===== src/rtl/fifo_rd_unpack_32to16.sv =====
// Reads 32-bit words from an upstream FIFO under a credit limit, buffers them and
// emits each word as two 16-bit halves over a valid/ready stream.
module fifo_rd_unpack_32to16 #(
    parameter bit          LOW_FIRST = 1'b0,
    parameter int unsigned BUF_DEPTH = 2
) (
    input  logic        rd_clk_i,
    input  logic        sys_rst_n,
    input  logic        en_i,
    input  logic        fifo_empty_i,
    output logic        fifo_rd_en_o,
    input  logic [31:0] fifo_rdata_i,
    input  logic        fifo_rd_valid_i,
    output logic [15:0] m_data_o,
    output logic        m_valid_o,
    input  logic        m_ready_i,
    output logic [15:0] word_cnt_o,
    output logic        ovf_err_o
);

    localparam int unsigned PtrW = $clog2(BUF_DEPTH);
    localparam int unsigned CntW = PtrW + 1;
    localparam int unsigned SumW = PtrW + 2;

    logic [31:0]     buf_q [BUF_DEPTH];
    logic [PtrW-1:0] wr_ptr_q, wr_ptr_d;
    logic [PtrW-1:0] rd_ptr_q, rd_ptr_d;
    logic [CntW-1:0] occ_q, occ_d;
    logic [CntW-1:0] infl_q, infl_d;
    logic            sel_q, sel_d;
    logic [15:0]     word_cnt_q, word_cnt_d;
    logic            ovf_q, ovf_d;
    logic [1:0]      arm_q;

    logic            push, pop, hs;
    logic [SumW-1:0] credit_used;
    logic [31:0]     head;
    logic [15:0]     first_half, second_half;

    always_comb begin
        head        = buf_q[rd_ptr_q];
        first_half  = LOW_FIRST ? head[15:0] : head[31:16];
        second_half = LOW_FIRST ? head[31:16] : head[15:0];
        m_valid_o   = (occ_q != '0);
        m_data_o    = sel_q ? second_half : first_half;
        word_cnt_o  = word_cnt_q;
        ovf_err_o   = ovf_q;

        // Data with no read outstanding is dropped and only flags the error.
        push        = fifo_rd_valid_i && (infl_q != '0);
        hs          = m_valid_o && m_ready_i;
        pop         = hs && sel_q;

        // Buffered words plus reads in flight may never exceed the buffer size.
        credit_used  = SumW'(occ_q) + SumW'(infl_q);
        fifo_rd_en_o = arm_q[1] && en_i && !fifo_empty_i &&
                       (credit_used < SumW'(BUF_DEPTH));
    end

    always_comb begin
        wr_ptr_d   = wr_ptr_q;
        rd_ptr_d   = rd_ptr_q;
        occ_d      = occ_q;
        infl_d     = infl_q;
        sel_d      = sel_q;
        word_cnt_d = word_cnt_q;
        ovf_d      = ovf_q | (fifo_rd_valid_i && (infl_q == '0));

        if (push) wr_ptr_d = wr_ptr_q + PtrW'(1);
        if (pop) begin
            rd_ptr_d   = rd_ptr_q + PtrW'(1);
            word_cnt_d = word_cnt_q + 16'd1;
        end
        if (hs) sel_d = ~sel_q;

        unique case ({push, pop})
            2'b10:   occ_d = occ_q + CntW'(1);
            2'b01:   occ_d = occ_q - CntW'(1);
            default: occ_d = occ_q;
        endcase

        unique case ({fifo_rd_en_o, push})
            2'b10:   infl_d = infl_q + CntW'(1);
            2'b01:   infl_d = infl_q - CntW'(1);
            default: infl_d = infl_q;
        endcase
    end

    always_ff @(posedge rd_clk_i or negedge sys_rst_n) begin
        if (!sys_rst_n) begin
            for (int unsigned i = 0; i < BUF_DEPTH; i++) buf_q[i] <= '0;
            wr_ptr_q   <= '0;
            rd_ptr_q   <= '0;
            occ_q      <= '0;
            infl_q     <= '0;
            sel_q      <= 1'b0;
            word_cnt_q <= '0;
            ovf_q      <= 1'b0;
            arm_q      <= '0;
        end else begin
            if (push) buf_q[wr_ptr_q] <= fifo_rdata_i;
            wr_ptr_q   <= wr_ptr_d;
            rd_ptr_q   <= rd_ptr_d;
            occ_q      <= occ_d;
            infl_q     <= infl_d;
            sel_q      <= sel_d;
            word_cnt_q <= word_cnt_d;
            ovf_q      <= ovf_d;
            // Holds off reads for two edges after reset release.
            arm_q      <= {arm_q[0], 1'b1};
        end
    end

endmodule


===== config.mk =====
export PLATFORM = sky130hd
export DESIGN_NAME = fifo_rd_unpack_32to16
export DESIGN_NICKNAME = d
export VERILOG_FILES = /design/src/rtl/fifo_rd_unpack_32to16.sv
export SDC_FILE = /design/constraint.sdc
export NUM_CORES = 1
export LEC_CHECK = 0
export CELL_PAD_IN_SITES_DETAIL_PLACEMENT = 0
export CELL_PAD_IN_SITES_GLOBAL_PLACEMENT = 1
export CORE_UTILIZATION = 43
export CTS_CLUSTER_DIAMETER = 120
export DETAILED_ROUTE_END_ITERATION = 8
export GPL_TIMING_DRIVEN = 0
export PLACE_DENSITY_LB_ADDON = 0.1
export SLEW_MARGIN = 20
export SYNTH_ARGS = -nofsm -noshare
export SYNTH_HDL_FRONTEND = slang
export SYNTH_SLANG_ARGS = --single-unit

===== constraint.sdc =====
create_clock -name rd_clk_i -period 3.1 [get_ports rd_clk_i]
set_input_delay 0.93 -clock rd_clk_i [delete_from_list [all_inputs] [get_ports rd_clk_i]]
set_output_delay 0.93 -clock rd_clk_i [all_outputs]
set_load 0.01 [all_outputs]

==> qor.csv <==
stage,metric,value,unit
routing,final wirelength,7720,um
cts,Worst-path clk slew,0.08,ns
yosys,Syn Std Cell Area,3940,um2
yosys,post-synth cell types,30,
grt,grt ovf,0,
grt,first-pass GRT wire length,13300,um
timing,f_max,328,MHz
floorplanning,die width,97.7,um
finish,share of cells above drive strength 1,33.7,%
yosys,Synth Area per Inst,15.5,um2
timing,minimum clock period,3.05,ns
timing,fin worst setup slack,0.0520,ns
finish,P&R area growth vs syn,28.9,%
yosys,Synth Flop Type,dfrtp_1,
worst_setup_path,path depth of the worst reg2reg path,6,
worst_setup_path,Setup crit end kind,output pin,
finish,final instance area,5070,um2
power_and_ir_drop,Power Total,5.13,mW
cts,CTS tree,built,
power_and_ir_drop,leakage power,2.11,nW
grt,antenna violations before repair,0,
timing,Final Cycle Share,98.3,%
status,failing checks,DRC,
cts,H-tree levels,3,
finish,final core utilization,57.6,%
cts,# hold bufs at CTS,0,
cts,CTS Buffer Depth,2,
worst_setup_path,R2R setup slack,0.94,ns
run,number of max-cap violations,0,
yosys,Post-Syn Nets,296,
routing,vias per cell,5.14,
timing,setup TNS,0,ns
worst_setup_path,Crit Reg-Reg Startpoint,occ_q[0],
floorplanning,die footprint,9540,um2
finish,fill cell count,744,
finish,"commonest non-fill, non-tap cell in the layout",dfrtp_1,
floorplanning,Row Count,34,
min_path,HP Start,arm_q[0],
finish,register area,2250,um2
placed_design,RD Place Congestion,0.722,
timing,clk_skew,0.00757,ns
finish,# nets final,382,
grt,vias in the first global route,2548,
finish,"commonest non-fill, non-tap cells in the layout","dfrtp_1 (88), clkdlybuf4s50_1 (70), mux2_2 (57)",
placed_design,setup slack at placement,-0.314,ns
floorplanning,Core ar.,8810,um2
finish,Antenna Cells,0,
yosys,Mapped Cells,254,
placed_design,Post-Place Cell Area,4820,um2
finish,Non-Filler Instances,452,
worst_setup_path,crit path capture,fifo_rd_en_o,
timing,endpoints failing setup,0,
worst_setup_path,Worst Setup Path Type,input port to output pin,
yosys,post-synthesis sequential area ratio,57.2,%
timing,final max-slew violation count,0,
worst_setup_path,startpoint type of the worst setup path,input port,
routing,drt initial violations,105,
power_and_ir_drop,Power Dens Cells,1010,nW/um2
power_and_ir_drop,Max IR drop VDD,0.000445,V
routing,WL/cell,17.1,um
cts,Root Driver,clkbuf_8,
worst_setup_path,Critical Path AT,2.12,ns
finish,multi-input logic area,1600,um2
timing,RSZ-0062 raised after global routing,no,
worst_setup_path,Worst Setup SP,en_i,
routing,Initial DRT Pass Iterations,6,
min_path,type of the worst min-delay path,flop to flop,
placed_design,port buffer count,72,
timing,final worst hold slack,0.358,ns
grt,GRT Total Usage,18.4,%
placed_design,hpwl dp,5330,um
floorplanning,Initial Util,44.7,%
routing,via count,2322,
cts,Skew-Pair Late Insertion Delay,0.35,ns
routing,DR DRC count,12,
floorplanning,I/O pin count,73,
timing,final hold violations,0,
yosys,Synth async-reset ratio,100,%
worst_setup_path,Worst R2R End,infl_q[1],
worst_setup_path,CP max FO,2,
routing,remaining antenna violation count,0,
worst_setup_path,Worst Path Required,2.17,ns
yosys,Yosys warning total,0,
cts,Num CTS Buffers,9,
yosys,number of synthesized flops with an enable pin,0,
cts,number of clock sinks,90,
floorplanning,Vert. Die Dim,97.7,um
yosys,Yosys reg bits,90,
grt,largest net degree at the start of global routing,57,
placed_design,placed cell count,435,
status,run status,"finished, violations left",
area by class of cell:
class / count / area share, %
Buffer: 10 / 1.75
Tap cell: 108 / 2.66
Clock inverter: 6 / 1.80
Inverter: 4 / 0.296
Sequential cell: 90 / 44.5
Timing Repair Buffer: 75 / 15.0
Multi-Input combinational cell: 150 / 31.6
Clock buffer: 9 / 2.44
synthesized netlist by cell type (all sizes together), types with 3 or more instances:
library cell  number  area share (%)
inv                4            0.38
nand3              6            0.76
nor3               4            0.79
dfrtp             90              57
xor2               6             1.3
buf               10             1.7
nor2               7            0.79
mux2              64              18
nand4              5            0.79
xnor2             18             4.0
nand2             11             1.1
ha                 3            0.95
mux4              16             9.2
repair_timing:
item / 4_1_cts / 5_1_grt
setup buffers: 2 / 0
setup endpoints to repair: 10 / 9
resized for setup: 11 / 2
pin swaps: 1 / 0
per-layer routing:
metal	GRT usage [%]	share of wire (%)	vias to the layer above
li1	-	-	1082
met1	23.1	44	1181
met2	30.4	49	49
met3	5.68	5.3	10
met4	5.71	1.2	0
met5	0	0	-
power breakdown:
group          total, mW  switching (mW)  internal (mW)
registers           1.97           0.284           1.69
clock network      0.866           0.414          0.452
logic               2.30           0.856           1.44
total               5.13            1.55           3.58
sequential cells by signal, summed over array words and instances (netlist names):
| name | count |
|---|---|
| buf_q | 64 |
| ovf_err_o | 1 |
| arm_q | 2 |
| word_cnt_o | 16 |
| rd_ptr_q | 1 |
| occ_q | 2 |
| wr_ptr_q | 1 |
| infl_q | 2 |
| sel_q | 1 |
critical path, stage by stage:
cell             delay, ns
clkdlybuf4s50_1       0.45
nand2_1               0.04
or4_4                 0.51
inv_1                 0.06
buf_2                 0.12
worst min-delay path by stage:
stage / to / cells after the start
floorplan: arm_q[1] / 0
global placement: arm_q[1] / 0
detailed placement: arm_q[1] / 0
CTS: arm_q[1] / 0
global route: arm_q[1] / 0
finish: arm_q[1] / 0
cell families (layout without fill, tap and decap cells):
group / count (synthesis) / count (layout) / share of synthesized area [%]
buf+inv: 14 / 104 / 2.13
fa+ha+maj: 4 / 4 / 1.46
mux: 80 / 80 / 27.5
simple gates: 38 / 38 / 5.31
compound gates: 3 / 3 / 0.954
flops: 90 / 90 / 57.2
other cells: 1 / 1 / 0.0953
xor+xnor: 24 / 24 / 5.34
Power figures use the tool's default switching activity.
